$ cat src/rtl/cla_pkg.sv
// Shared constants and helpers for the CLA accumulator datapath.
package cla_pkg;

    // FSM state encoding (2 bits; 2'b11 is unreachable and recovers to IDLE)
    localparam logic [1:0] S_IDLE  = 2'b00;
    localparam logic [1:0] S_ACCUM = 2'b01;
    localparam logic [1:0] S_HOLD  = 2'b10;

    // Carry-lookahead group size used by the adder
    localparam int CLA_BLK = 4;

    // Ceiling log2, usable in parameter expressions; cla_clog2(1) == 0
    function automatic int cla_clog2(input int v);
        int r;
        r = 0;
        while ((1 << r) < v) begin
            r = r + 1;
        end
        return r;
    endfunction

endpackage

$ cat src/rtl/cla_adder_n.sv
// N-bit carry-lookahead adder built from 4-bit groups. Each group exposes a
// group generate/propagate pair; carries inside a group are flattened
// sum-of-products expressions of the group carry-in.
module cla_adder_n
    import cla_pkg::*;
#(
    parameter int N = 6
) (
    input  logic [N-1:0] a,
    input  logic [N-1:0] b,
    input  logic         cin,
    output logic [N-1:0] sum,
    output logic         cout
);

    localparam int NB = (N + CLA_BLK - 1) / CLA_BLK;

    logic [N-1:0]  g;
    logic [N-1:0]  p;
    logic [N-1:0]  c;
    logic [NB-1:0] blk_g;
    logic [NB-1:0] blk_p;
    logic [NB:0]   blk_c;
    logic          cc;
    logic          pp;

    assign g = a & b;
    assign p = a ^ b;

    // Group generate/propagate for each CLA block
    always_comb begin
        blk_g = '0;
        blk_p = '1;
        for (int bi = 0; bi < NB; bi++) begin
            for (int i = 0; i < CLA_BLK; i++) begin
                if (bi * CLA_BLK + i < N) begin
                    blk_g[bi] = g[bi*CLA_BLK+i] | (p[bi*CLA_BLK+i] & blk_g[bi]);
                    blk_p[bi] = blk_p[bi] & p[bi*CLA_BLK+i];
                end
            end
        end
    end

    // Group carries from group G/P, then per-bit lookahead carries inside each group
    always_comb begin
        blk_c    = '0;
        c        = '0;
        cc       = 1'b0;
        pp       = 1'b0;
        blk_c[0] = cin;
        for (int bi = 0; bi < NB; bi++) begin
            blk_c[bi+1]    = blk_g[bi] | (blk_p[bi] & blk_c[bi]);
            c[bi*CLA_BLK]  = blk_c[bi];
            for (int i = 0; i < CLA_BLK - 1; i++) begin
                if (bi * CLA_BLK + i + 1 < N) begin
                    cc = blk_c[bi];
                    for (int j = 0; j <= i; j++) begin
                        cc = cc & p[bi*CLA_BLK+j];
                    end
                    for (int j = 0; j <= i; j++) begin
                        pp = g[bi*CLA_BLK+j];
                        for (int k = j + 1; k <= i; k++) begin
                            pp = pp & p[bi*CLA_BLK+k];
                        end
                        cc = cc | pp;
                    end
                    c[bi*CLA_BLK+i+1] = cc;
                end
            end
        end
    end

    assign sum  = p ^ c;
    assign cout = blk_c[NB];

endmodule

$ cat src/rtl/cla_accumulator.sv
// Sums N_OPS unsigned operands from a valid/ready stream through a CLA and
// holds the batch result on a registered output handshake.
//
// state   | meaning
// --------+---------------------------------------------------------------
// S_IDLE  | acc=0, count=0; first transfer loads acc with the operand
// S_ACCUM | batch in progress; each transfer adds through the CLA
// S_HOLD  | result presented (out_valid=1), in_ready=0 until drained
// 2'b11   | unreachable; recovers to S_IDLE with acc cleared
module cla_accumulator
    import cla_pkg::*;
#(
    parameter  int WIDTH = 4,
    parameter  int N_OPS = 4,
    localparam int CNT_W = cla_clog2(N_OPS) + 1,
    localparam int ACC_W = WIDTH + cla_clog2(N_OPS)
) (
    input  logic             clk,
    input  logic             rst,
    input  logic             in_valid,
    output logic             in_ready,
    input  logic [WIDTH-1:0] in_data,
    output logic             out_valid,
    input  logic             out_ready,
    output logic [ACC_W-1:0] out_sum
);

    localparam logic [CNT_W-1:0] LAST_CNT = CNT_W'(N_OPS);

    logic [1:0]       state_q,     state_d;
    logic [ACC_W-1:0] acc_q,       acc_d;
    logic [CNT_W-1:0] count_q,     count_d;
    logic             out_valid_q, out_valid_d;
    logic [ACC_W-1:0] out_sum_q,   out_sum_d;

    logic             in_xfer;
    logic [ACC_W-1:0] in_ext;
    logic [ACC_W-1:0] add_sum;
    logic             add_cout;
    logic [CNT_W-1:0] count_inc;

    assign in_ready  = (state_q != S_HOLD);
    assign in_xfer   = in_valid && in_ready;
    assign in_ext    = ACC_W'(in_data);
    assign count_inc = count_q + 1'b1;

    cla_adder_n #(
        .N (ACC_W)
    ) u_adder (
        .a    (acc_q),
        .b    (in_ext),
        .cin  (1'b0),
        .sum  (add_sum),
        .cout (add_cout)
    );

    // Next-state, accumulator, beat counter and output register logic
    always_comb begin
        state_d     = state_q;
        acc_d       = acc_q;
        count_d     = count_q;
        out_valid_d = out_valid_q;
        out_sum_d   = out_sum_q;
        case (state_q)
            S_IDLE: begin
                acc_d   = '0;
                count_d = '0;
                if (in_xfer) begin
                    acc_d   = in_ext;
                    count_d = CNT_W'(1);
                    if (N_OPS == 1) begin
                        state_d     = S_HOLD;
                        out_valid_d = 1'b1;
                        out_sum_d   = in_ext;
                    end else begin
                        state_d = S_ACCUM;
                    end
                end
            end
            S_ACCUM: begin
                if (in_xfer) begin
                    acc_d   = add_sum;
                    count_d = count_inc;
                    if (count_inc == LAST_CNT) begin
                        state_d     = S_HOLD;
                        out_valid_d = 1'b1;
                        out_sum_d   = add_sum;
                    end
                end
            end
            S_HOLD: begin
                if (out_valid_q && out_ready) begin
                    state_d     = S_IDLE;
                    acc_d       = '0;
                    count_d     = '0;
                    out_valid_d = 1'b0;
                end
            end
            default: begin
                state_d     = S_IDLE;
                acc_d       = '0;
                count_d     = '0;
                out_valid_d = 1'b0;
            end
        endcase
    end

    // State registers with synchronous reset
    always_ff @(posedge clk) begin
        if (rst) begin
            state_q     <= S_IDLE;
            acc_q       <= '0;
            count_q     <= '0;
            out_valid_q <= 1'b0;
            out_sum_q   <= '0;
        end else begin
            state_q     <= state_d;
            acc_q       <= acc_d;
            count_q     <= count_d;
            out_valid_q <= out_valid_d;
            out_sum_q   <= out_sum_d;
        end
    end

    // The accumulator is sized so an accepted add can never carry out
    always_ff @(posedge clk) begin
        if (!rst && in_xfer && state_q == S_ACCUM) begin
            assert (!add_cout);
        end
    end

    assign out_valid = out_valid_q;
    assign out_sum   = out_sum_q;

endmodule

$ cat config.mk
export PLATFORM = sky130hd
export DESIGN_NAME = cla_accumulator
export DESIGN_NICKNAME = d
export VERILOG_FILES = /design/src/rtl/cla_pkg.sv /design/src/rtl/cla_adder_n.sv /design/src/rtl/cla_accumulator.sv
export SDC_FILE = /design/constraint.sdc
export NUM_CORES = 1
export LEC_CHECK = 0
export CORE_MARGIN = 2
export CORE_UTILIZATION = 55
export DETAILED_ROUTE_END_ITERATION = 8
export PLACE_DENSITY = 0.86
export SYNTH_ARGS = -nofsm -noshare
export SYNTH_HDL_FRONTEND = slang
export SYNTH_SLANG_ARGS = --single-unit
$ cat constraint.sdc
create_clock -name clk -period 4.7 [get_ports clk]
set_input_delay 0.94 -clock clk [delete_from_list [all_inputs] [get_ports clk]]
set_output_delay 0.94 -clock clk [all_outputs]
set_load 0.03 [all_outputs]
==> results of run 1 <==
per-layer routing:
metal  wire (µm)  vias up  share of wire (%)
met5           0        -                  0
met4          48        0                2.7
met3         108        5                6.0
met2         850       27                 47
met1         803      375                 44
li1            -      402                  -
power by group through the flow:
stage,Combinational (mW),Sequential (mW),Clock (mW)
3_3_place_gp,0.0395,0.164,0
4_1_cts,0.0410,0.161,0.101
2_1_floorplan,0.0290,0.162,0
6_report,0.0411,0.161,0.0969
5_1_grt,0.0467,0.162,0.106
3_5_place_dp,0.0408,0.164,0
through the flow:
stage,setup slack (ns),util [%],hold WS [ns],cell area [µm²],cells
after global placement,1.57,66.8,0.447,1140,143
after global routing,1.71,68.9,0.485,1180,147
after detailed placement,1.49,66.8,0.450,1140,143
after floorplan,2.14,-,0.436,983,107
after CTS,1.79,68.9,0.464,1180,147
final,1.80,68.9,0.462,1180,147
worst min-delay path by stage:
stage             start        to  cells after the start
2_1_floorplan  acc_q[4]  acc_q[4]                      2
3_3_place_gp   acc_q[4]  acc_q[4]                      2
3_5_place_dp   acc_q[4]  acc_q[4]                      2
4_1_cts        acc_q[4]  acc_q[4]                      2
5_1_grt        acc_q[4]  acc_q[4]                      2
6_report       acc_q[4]  acc_q[4]                      2
layout by cell type, fill, tap and decap left out:
cell type                         instances
sky130_fd_sc_hd__a21o_1                   1
sky130_fd_sc_hd__nand2b_4                 1
sky130_fd_sc_hd__inv_1                    9
sky130_fd_sc_hd__nor2_1                  19
sky130_fd_sc_hd__a22oi_1                  5
sky130_fd_sc_hd__mux2_2                   1
sky130_fd_sc_hd__nand4b_1                 2
sky130_fd_sc_hd__o21ai_0                  5
sky130_fd_sc_hd__clkdlybuf4s50_1         15
sky130_fd_sc_hd__nor3_1                   1
sky130_fd_sc_hd__a211oi_2                 3
sky130_fd_sc_hd__mux2i_1                  4
sky130_fd_sc_hd__nand2_1                  6
sky130_fd_sc_hd__fa_1                     2
sky130_fd_sc_hd__o2bb2ai_2                1
sky130_fd_sc_hd__nor3_4                   1
sky130_fd_sc_hd__dfxtp_1                 18
sky130_fd_sc_hd__ha_1                     8
sky130_fd_sc_hd__nand3b_1                 3
sky130_fd_sc_hd__clkbuf_4                 3
sky130_fd_sc_hd__and2b_1                  1
sky130_fd_sc_hd__clkbuf_8                 1
sky130_fd_sc_hd__a2bb2oi_1                1
sky130_fd_sc_hd__a2111oi_0                1
sky130_fd_sc_hd__a21oi_1                  8
sky130_fd_sc_hd__xnor2_1                  2
cell type report:
class / instances / area (µm²)
clock buffer: 4 / 36.3
fill: 123 / 531
inverter: 9 / 33.8
multi-input combinational: 76 / 566
sequential: 18 / 360
tap: 25 / 31.3
timing repair buffer: 15 / 150
sequential cells by signal, indices dropped and copies added (netlist names):
signal / count
out_valid: 1
acc_q: 6
out_sum: 6
count_q: 3
state_q: 2
critical path: stages, from the launching register on:
cell                              delay [ns]
sky130_fd_sc_hd__dfxtp_1                0.65
sky130_fd_sc_hd__and2b_1                0.29
sky130_fd_sc_hd__inv_1                  0.06
sky130_fd_sc_hd__clkdlybuf4s50_1        0.66
logic make-up after synthesis:
family                     share of synthesized area, %
AOI/OAI and AO/OA                                  18.3
xor gates and xnor gates                           1.78
adders and majority gates                          14.2
buffers and inverters                              5.85
DFF                                                36.6
muxes                                              5.22
and+or+nand+nor                                    17.9
==> reports/qor.txt, run 1 <==
========================================================================================================
Outcome                                                                                        completed
Routed length per instance                                                                       12.3 µm
NumNets Final                                                                                        141
Part of the power in the clock network                                                             32.4%
Number of global-route vias before repair                                                            735
Synthesized cell area                                                                            983 µm²
Total number of vias                                                                                 809
Routing layer with the top usage in global route                                                    met2
Die outline height                                                                               46.3 µm
Number of buffers on the longest clock path                                                            2
Total power per unit cell area                                                                254 nW/µm²
Sequential cell fraction of total power                                                            53.8%
WL final                                                                                         1810 µm
Global placement routability congestion                                                            0.796
Port Buffer Count                                                                                     15
Initial cell density of the core                                                                   57.6%
Reg-to-reg startpoint                                                                           acc_q[0]
Final Hold Fails                                                                                       0
Max-slew violation count                                                                               0
Critical-path maximum fanout                                                                          13
Horiz. Die Dim                                                                                   46.3 µm
Total clock buffers created by CTS                                                                     3
Final HPWL DP                                                                                    1310 µm
Fin crit period                                                                                  2.90 ns
Placeable core area                                                                             1710 µm²
Comb pwr share                                                                                     13.7%
Slew HR                                                                                            52.9%
Io pins                                                                                               16
Most used standard cell by instance count after synthesis                                   sky130_fd_sc_hd__nor2_1
Crit path from                                                                                state_q[0]
Worst Tran Pin Value                                                                            0.705 ns
Most frequent cells after synthesis                                                         sky130_fd_sc_hd__nor2_1, sky130_fd_sc_hd__dfxtp_1, sky130_fd_sc_hd__inv_1
Standard-cell rows                                                                                    15
Area share of the largest cell type after synthesis                                                36.6%
Area Overhead vs Synth                                                                             19.7%
Data required time of the worst path                                                             3.76 ns
Total setup violations reported at the end of the flow                                                 0
Synth Area per Inst                                                                             9.19 µm²
Setup Skew                                                                                   0.000764 ns
Number of distinct library cells after synthesis                                                      26
Minimum setup slack among reg-to-reg paths                                                       2.58 ns
Sequential element share of the synthesized area                                                   36.6%
Dominant cells by area after synthesis                                                      sky130_fd_sc_hd__dfxtp_1, sky130_fd_sc_hd__ha_1, sky130_fd_sc_hd__nor2_1
DIE AREA                                                                                        2140 µm²
Total number of yosys warnings                                                                         0
Max capacitance violation total                                                                        0
Synth area leader                                                                           sky130_fd_sc_hd__dfxtp_1
Syn nets                                                                                             125
Switching share of power                                                                           25.4%
Number of cells upsized or downsized after cts                                                         0
Worst Setup End Kind                                                                          output pin
Diodes inserted                                                                                        0
Kind of launch point of the worst setup path                                                        flop
Count of H-tree levels built during CTS                                                                1
Total GRT Usage                                                                                    21.4%
Number of DRC violations after detailed-routing iteration 0                                           12
Met1 demand-to-capacity share in global routing                                                    27.3%
Cells after Synth                                                                                    107
PnR Total Power                                                                                   299 µW
Hold-fix buffers, CTS                                                                                  0
First-pass GRT wire length                                                                       3190 µm
Synthesized flop and latch total                                                                      18
Fraction of synthesis flops using an asynchronous set or reset pin                                    0%
Endpoint of the worst register-to-register path                                                 acc_q[5]
Peak ir drop on the vdd network                                                                 0.190 mV
Data arrival, critical path                                                                      1.96 ns
Post-synth top flop                                                                         sky130_fd_sc_hd__dfxtp_1
Post-CTS clock slew at the launch and capture registers of the worst setup and hold paths        0.10 ns
Path type of the worst setup path                                                             reg -> out
Maximum operating frequency                                                                      345 MHz
Vias per cell                                                                                       5.50
Pin count of the biggest net entering global routing                                                  19
CTS tree                                                                                           built
First-pass iteration count of the detailed router                                                      4
DR DRC count                                                                                           0
Setup Total Neg Slack                                                                               0 ns
Met3 capacity usage during global routing                                                          4.71%
Initial antenna violation count                                                                        0
CTS root buf                                                                                sky130_fd_sc_hd__clkbuf_4
Setup repair after global routing missed its margin                                                   no
Residual antenna-violating net count after detailed routing                                            0
Leakage power                                                                                   0.459 nW
Crit path to                                                                                    in_ready
Clk sinks                                                                                             18
Fraction of met2 tracks used by global routing                                                     33.9%
Post-CTS setup-driven buffer insertion count                                                           0
Share of layout cells above drive strength 1                                                       9.02%
Post-route clock period utilization                                                                61.7%
Tightest Hold Check Type                                                                      reg -> reg
Internal power                                                                                    223 µW
Switching power summed over all nets                                                             76.0 µW
Worst r2r path cells                                                                                  10
Number of enable flip-flop cells after synthesis                                                       0
Worst skew pair latency                                                                          0.30 ns
Global route total overflow                                                                            0
========================================================================================================
(Power assumes the default switching activity.)
==> inputs of run 2 (changes only) <==
--- a/config.mk
+++ b/config.mk
@@ -6,9 +6,9 @@
 export NUM_CORES = 1
 export LEC_CHECK = 0
 export CORE_MARGIN = 2
-export CORE_UTILIZATION = 55
+export CORE_UTILIZATION = 46
 export DETAILED_ROUTE_END_ITERATION = 8
-export PLACE_DENSITY = 0.86
+export PLACE_DENSITY = 0.77
 export SYNTH_ARGS = -nofsm -noshare
 export SYNTH_HDL_FRONTEND = slang
 export SYNTH_SLANG_ARGS = --single-unit
==> constraint.sdc (replaced) <==
create_clock -name clk -period 2.6 [get_ports clk]
set_input_delay 0.52 -clock clk [delete_from_list [all_inputs] [get_ports clk]]
set_output_delay 0.52 -clock clk [all_outputs]
set_load 0.03 [all_outputs]
==> run 2 against run 1 <==
Against the previous run: wire length is 9.1% higher; sequential share of layout area is 1.4 points lower; total power is 84% higher; critical path depth is 8 higher; core utilization is 6.8 points lower; global-route usage is 3.2 points lower; count of clock-buffer cells in the layout stayed put; via count is 0.49% lower; sequential cell count stayed put; final area is 4.7% higher; combinational power is 110% higher; sequential power is 78% higher; largest cell class unchanged; highest routed layer unchanged.
==> reports/qor.txt, run 2 (synthesis results as in run 1) <==
========================================================================================================
Post-CTS clock slew at the launch and capture registers of the worst setup and hold paths        0.11 ns
Fin crit period                                                                                  2.43 ns
Placeable core area                                                                             1980 µm²
Slowest stage delay, CP                                                                          0.48 ns
Post-CTS setup-driven buffer insertion count                                                           0
Share of layout cells above drive strength 1                                                       14.0%
Hold path depth                                                                                        2
Number of cells upsized or downsized after cts                                                         0
First-pass iteration count of the detailed router                                                      4
Pin count of the biggest net entering global routing                                                  13
Final HPWL DP                                                                                    1540 µm
Fin area                                                                                        1230 µm²
Io pins                                                                                               16
Count of H-tree levels built during CTS                                                                1
Residual antenna-violating net count after detailed routing                                            0
List of cells traversed by the critical path                                                clkdlybuf4s50_1 -> ha_1 -> inv_1 -> fa_1 -> fa_1 -> inv_1 -> a21o_1 -> ha_1 -> nor2_1 -> o21ai_0 -> a21oi_1
DR DRC count                                                                                           0
DIE AREA                                                                                        2520 µm²
Outcome                                                                                        completed
Data arrival, critical path                                                                      2.62 ns
Met1 demand-to-capacity share in global routing                                                    20.8%
Routed length per instance                                                                       12.7 µm
Number of buffers on the longest clock path                                                            2
Reg-to-reg startpoint                                                                           acc_q[0]
Delay-heaviest family, CP                                                                    adder cells
Diodes inserted                                                                                        0
PnR Total Power                                                                                   550 µW
Setup Total Neg Slack                                                                               0 ns
Setup Skew                                                                                    0.00239 ns
Worst Hold Margin                                                                               0.480 ns
Total setup violations reported at the end of the flow                                                 0
Total power per unit cell area                                                                446 nW/µm²
Worst r2r path cells                                                                                  10
Total clock buffers created by CTS                                                                     3
NumNets Final                                                                                        148
Routing layer with the top usage in global route                                                    met2
Tightest Hold Check Type                                                                      reg -> reg
Setup repair after global routing missed its margin                                                   no
Top library cells by usage in the layout, fill and taps aside                               sky130_fd_sc_hd__nor2_1, sky130_fd_sc_hd__dfxtp_1, sky130_fd_sc_hd__clkdlybuf4s50_1
Max capacitance violation total                                                                        0
Worst Setup End Kind                                                                                flop
Final Hold Fails                                                                                       0
Peak ir drop on the vdd network                                                                 0.360 mV
Met3 capacity usage during global routing                                                          1.79%
Die outline height                                                                               50.2 µm
Total number of vias                                                                                 805
Initial cell density of the core                                                                   49.6%
Number of global-route vias before repair                                                            872
Share of the core filled with cells                                                                62.2%
Horiz. Die Dim                                                                                   50.2 µm
Slew HR                                                                                            70.7%
Number of DRC violations after detailed-routing iteration 0                                           15
Cell area reported after detailed placement                                                     1200 µm²
Critical-path maximum fanout                                                                           3
Max-slew violation count                                                                               0
Clk sinks                                                                                             18
CTS root buf                                                                                sky130_fd_sc_hd__clkbuf_4
Area Overhead vs Synth                                                                             25.3%
Port Buffer Count                                                                                     15
Leakage power                                                                                   0.495 nW
Initial antenna violation count                                                                        0
Hold-fix buffers, CTS                                                                                  0
Endpoint with the worst hold slack                                                              acc_q[4]
Vias per cell                                                                                       5.16
Standard-cell rows                                                                                    16
Endpoint of the worst register-to-register path                                                 acc_q[5]
Minimum setup slack among reg-to-reg paths                                                       0.54 ns
Fill cell count                                                                                      181
Global route total overflow                                                                            0
Path type of the worst setup path                                                              in -> reg
Worst Tran Pin Value                                                                            0.437 ns
Combined buffer and inverter count along the critical path                                             3
Worst skew pair latency                                                                          0.30 ns
CTS tree                                                                                           built
Data required time of the worst path                                                             2.79 ns
First-pass GRT wire length                                                                       3490 µm
WL final                                                                                         1980 µm
Fraction of met2 tracks used by global routing                                                     32.9%
Global placement routability congestion                                                            0.785
Maximum operating frequency                                                                      412 MHz
Crit-path slowest cell                                                                      sky130_fd_sc_hd__clkdlybuf4s50_1
Post-route clock period utilization                                                                93.4%
Total GRT Usage                                                                                    18.2%
Hold Crit Start                                                                                 acc_q[4]
Kind of launch point of the worst setup path                                                   input pin
Most common cell after layout, fill and taps aside                                          sky130_fd_sc_hd__nor2_1
========================================================================================================
run 2: changes by cell type in the layout (fill, tap and decap cells not counted):
cell and delta:
sky130_fd_sc_hd__buf_4 +7
run 2: layout make-up:
| type | count | area (µm²) | area share [%] |
|---|---|---|---|
| Clock buffer | 4 | 36.3 | 2.94 |
| Inverter | 9 | 33.8 | 2.74 |
| Multi-Input combinational cell | 76 | 566 | 45.9 |
| Sequential cell | 18 | 360 | 29.2 |
| Tap cell | 27 | 33.8 | 2.74 |
| Timing Repair Buffer | 22 | 203 | 16.4 |
run 2: how the worst max path moves through the flow:
stage	from	to	cells after the start
3_5_place_dp	in_data[0]	acc_q[5]	11
2_1_floorplan	in_data[0]	acc_q[5]	10
6_report	in_data[0]	acc_q[5]	11
5_1_grt	in_data[0]	acc_q[5]	11
3_3_place_gp	in_data[0]	acc_q[5]	11
4_1_cts	in_data[0]	acc_q[5]	11
run 2: power by group:
group	leakage, nW	internal [mW]	switching [mW]	total (mW)
clock	0.0210	0.0854	0.0903	0.176
sequential	0.146	0.282	0.00447	0.287
combinational	0.328	0.0418	0.0453	0.0871
total	0.495	0.410	0.140	0.550
run 2: stage by stage:
stage	setup WS (ns)	std cells
after floorplan	0.458	107
after global placement	-0.0741	152
after detailed placement	-0.150	152
after CTS	0.173	156
after global routing	0.0541	156
final	0.171	156
run 2: tightest hold or removal path, stage by stage (launching register included):
cell and delay (ns):
sky130_fd_sc_hd__dfxtp_1 0.33, sky130_fd_sc_hd__nand2_1 0.06, sky130_fd_sc_hd__a21oi_1 0.05
run 2: per-layer routing:
layer,vias to the layer above,wire [µm]
li1,412,-
met1,372,917
met2,16,972
met3,5,48
met4,0,37
met5,-,0
==> inputs of run 3 (changes only) <==
--- a/config.mk
+++ b/config.mk
@@ -6,9 +6,10 @@
 export NUM_CORES = 1
 export LEC_CHECK = 0
 export CORE_MARGIN = 2
-export CORE_UTILIZATION = 46
+export CORE_UTILIZATION = 54
 export DETAILED_ROUTE_END_ITERATION = 8
-export PLACE_DENSITY = 0.77
+export DONT_BUFFER_PORTS = 1
+export PLACE_DENSITY = 0.76
 export SYNTH_ARGS = -nofsm -noshare
 export SYNTH_HDL_FRONTEND = slang
 export SYNTH_SLANG_ARGS = --single-unit
==> run 3 against run 2 <==
Against the previous run: critical path depth fell by 1; sequential power rose by 1%; register-to-register slack got worse by 0.05 ns; sequential cell count did not move; clock skew fell by 0.0014 ns; highest routed layer unchanged.
==> reports/qor.txt, run 3 (synthesis results as in run 1) <==
========================================================================================================
Fin crit period                                                                                  2.11 ns
Reg-to-reg startpoint                                                                           acc_q[0]
Routed length per instance                                                                       13.6 µm
Comb pwr share                                                                                     10.9%
Total GRT Usage                                                                                    20.4%
Max-slew violation count                                                                               0
Global placement routability congestion                                                            0.789
CTS tree                                                                                           built
Endpoint of the worst register-to-register path                                                 acc_q[5]
Path type of the worst setup path                                                             reg -> reg
Total number of vias                                                                                 741
First-pass iteration count of the detailed router                                                      4
Worst Setup End Kind                                                                                flop
Max capacitance violation total                                                                        0
Total clock buffers created by CTS                                                                     3
Worst Tran Pin Value                                                                            0.563 ns
Placeable core area                                                                             1730 µm²
Worst Hold Margin                                                                               0.270 ns
Vias per cell                                                                                       5.61
Maximum operating frequency                                                                      475 MHz
Count of H-tree levels built during CTS                                                                1
Post-route clock period utilization                                                                81.0%
Worst skew pair latency                                                                          0.30 ns
Final Hold Fails                                                                                       0
Number of DRC violations after detailed-routing iteration 0                                           18
Setup repair after global routing missed its margin                                                   no
Io pins                                                                                               16
Number of buffers on the longest clock path                                                            2
Standard-cell rows                                                                                    15
Global route total overflow                                                                            0
Total power per unit cell area                                                                507 nW/µm²
Switching share of power                                                                           24.3%
Minimum setup slack among reg-to-reg paths                                                       0.49 ns
Top library cells by usage in the layout, fill and taps aside                               sky130_fd_sc_hd__nor2_1, sky130_fd_sc_hd__dfxtp_1, sky130_fd_sc_hd__inv_1
Fill cell count                                                                                      161
Initial cell density of the core                                                                   57.0%
Crit path from                                                                                  acc_q[0]
Internal power                                                                                    394 µW
Diodes inserted                                                                                        0
Area Overhead vs Synth                                                                             4.45%
Pin count of the biggest net entering global routing                                                  19
WL final                                                                                         1800 µm
Critical-path maximum fanout                                                                           3
Setup Total Neg Slack                                                                               0 ns
Leakage power                                                                                   0.404 nW
Hold-fix buffers, CTS                                                                                  0
Switching power summed over all nets                                                              127 µW
Setup Skew                                                                                   0.000966 ns
Residual antenna-violating net count after detailed routing                                            0
Number of cells upsized or downsized after cts                                                         0
Post-CTS clock slew at the launch and capture registers of the worst setup and hold paths        0.10 ns
Post-CTS setup-driven buffer insertion count                                                           0
Clk sinks                                                                                             18
DIE AREA                                                                                        2180 µm²
Outcome                                                                                        completed
Data required time of the worst path                                                             2.79 ns
Number of global-route vias before repair                                                            741
First-pass GRT wire length                                                                       3130 µm
Worst r2r path cells                                                                                  10
Die outline height                                                                               46.7 µm
Kind of launch point of the worst setup path                                                        flop
Final HPWL DP                                                                                    1350 µm
Part of the power in the clock network                                                             33.2%
Slew HR                                                                                            62.4%
Peak ir drop on the vdd network                                                                 0.325 mV
Port Buffer Count                                                                                      0
Initial antenna violation count                                                                        0
Tightest Hold Check Type                                                                       in -> reg
Horiz. Die Dim                                                                                   46.7 µm
Total setup violations reported at the end of the flow                                                 0
Data arrival, critical path                                                                      2.30 ns
DR DRC count                                                                                           0
NumNets Final                                                                                        126
Crit path to                                                                                    acc_q[5]
Sequential cell fraction of total power                                                            55.9%
CTS root buf                                                                                sky130_fd_sc_hd__clkbuf_4
Share of layout cells above drive strength 1                                                       10.3%
Most common cell after layout, fill and taps aside                                          sky130_fd_sc_hd__nor2_1
========================================================================================================
[run 3: stage by stage]
stage / total power [mW] / util [%] / setup WS, ns / cells / area [µm²]
floorplan: 0.345 / - / 0.458 / 107 / 983
global placement: 0.352 / 57.4 / 0.406 / 128 / 991
detailed placement: 0.354 / 57.4 / 0.348 / 128 / 991
CTS: 0.523 / 59.5 / 0.513 / 132 / 1030
global route: 0.549 / 59.5 / 0.351 / 132 / 1030
finish: 0.521 / 59.5 / 0.493 / 132 / 1030
[run 3: worst max-delay path: stages, from the launching register on]
cell	delay [ns]
sky130_fd_sc_hd__dfxtp_1	0.35
sky130_fd_sc_hd__ha_1	0.17
sky130_fd_sc_hd__inv_1	0.06
sky130_fd_sc_hd__fa_1	0.38
sky130_fd_sc_hd__fa_1	0.36
sky130_fd_sc_hd__inv_1	0.06
sky130_fd_sc_hd__a21o_1	0.11
sky130_fd_sc_hd__ha_1	0.20
sky130_fd_sc_hd__nor2_1	0.06
sky130_fd_sc_hd__o21ai_0	0.16
sky130_fd_sc_hd__a21oi_1	0.08
[run 3: layout make-up]
class	count	area (µm²)	area share, %
flip-flops and latches	18	360	35.1
clock buffers	4	36.3	3.53
multi-input cells	76	566	55.1
inverters	9	33.8	3.29
well taps	25	31.3	3.05
[run 3: layer usage]
layer	track usage (%)	wire length [µm]	vias to the layer above
met3	4.71	122	5
met2	33.6	833	19
li1	-	-	368
met1	26.1	819	349
met5	0	0	-
met4	6.67	21	0
[run 3: how the worst min path moves through the flow]
stage	startpoint	to	slack [ns]	depth (start not counted)
floorplan	acc_q[4]	acc_q[4]	0.44	2
global placement	acc_q[4]	acc_q[4]	0.44	2
detailed placement	acc_q[4]	acc_q[4]	0.46	2
CTS	rst	out_sum[5]	0.27	1
global route	rst	out_sum[2]	0.25	1
finish	rst	out_sum[5]	0.27	1
[run 3: power groups by stage]
stage	Sequential (mW)	Combinational [mW]	Clock, mW
after CTS	0.291	0.0570	0.175
final	0.291	0.0568	0.173
after floorplan	0.293	0.0525	0
after detailed placement	0.297	0.0563	0
after global placement	0.297	0.0551	0
after global routing	0.293	0.0656	0.191
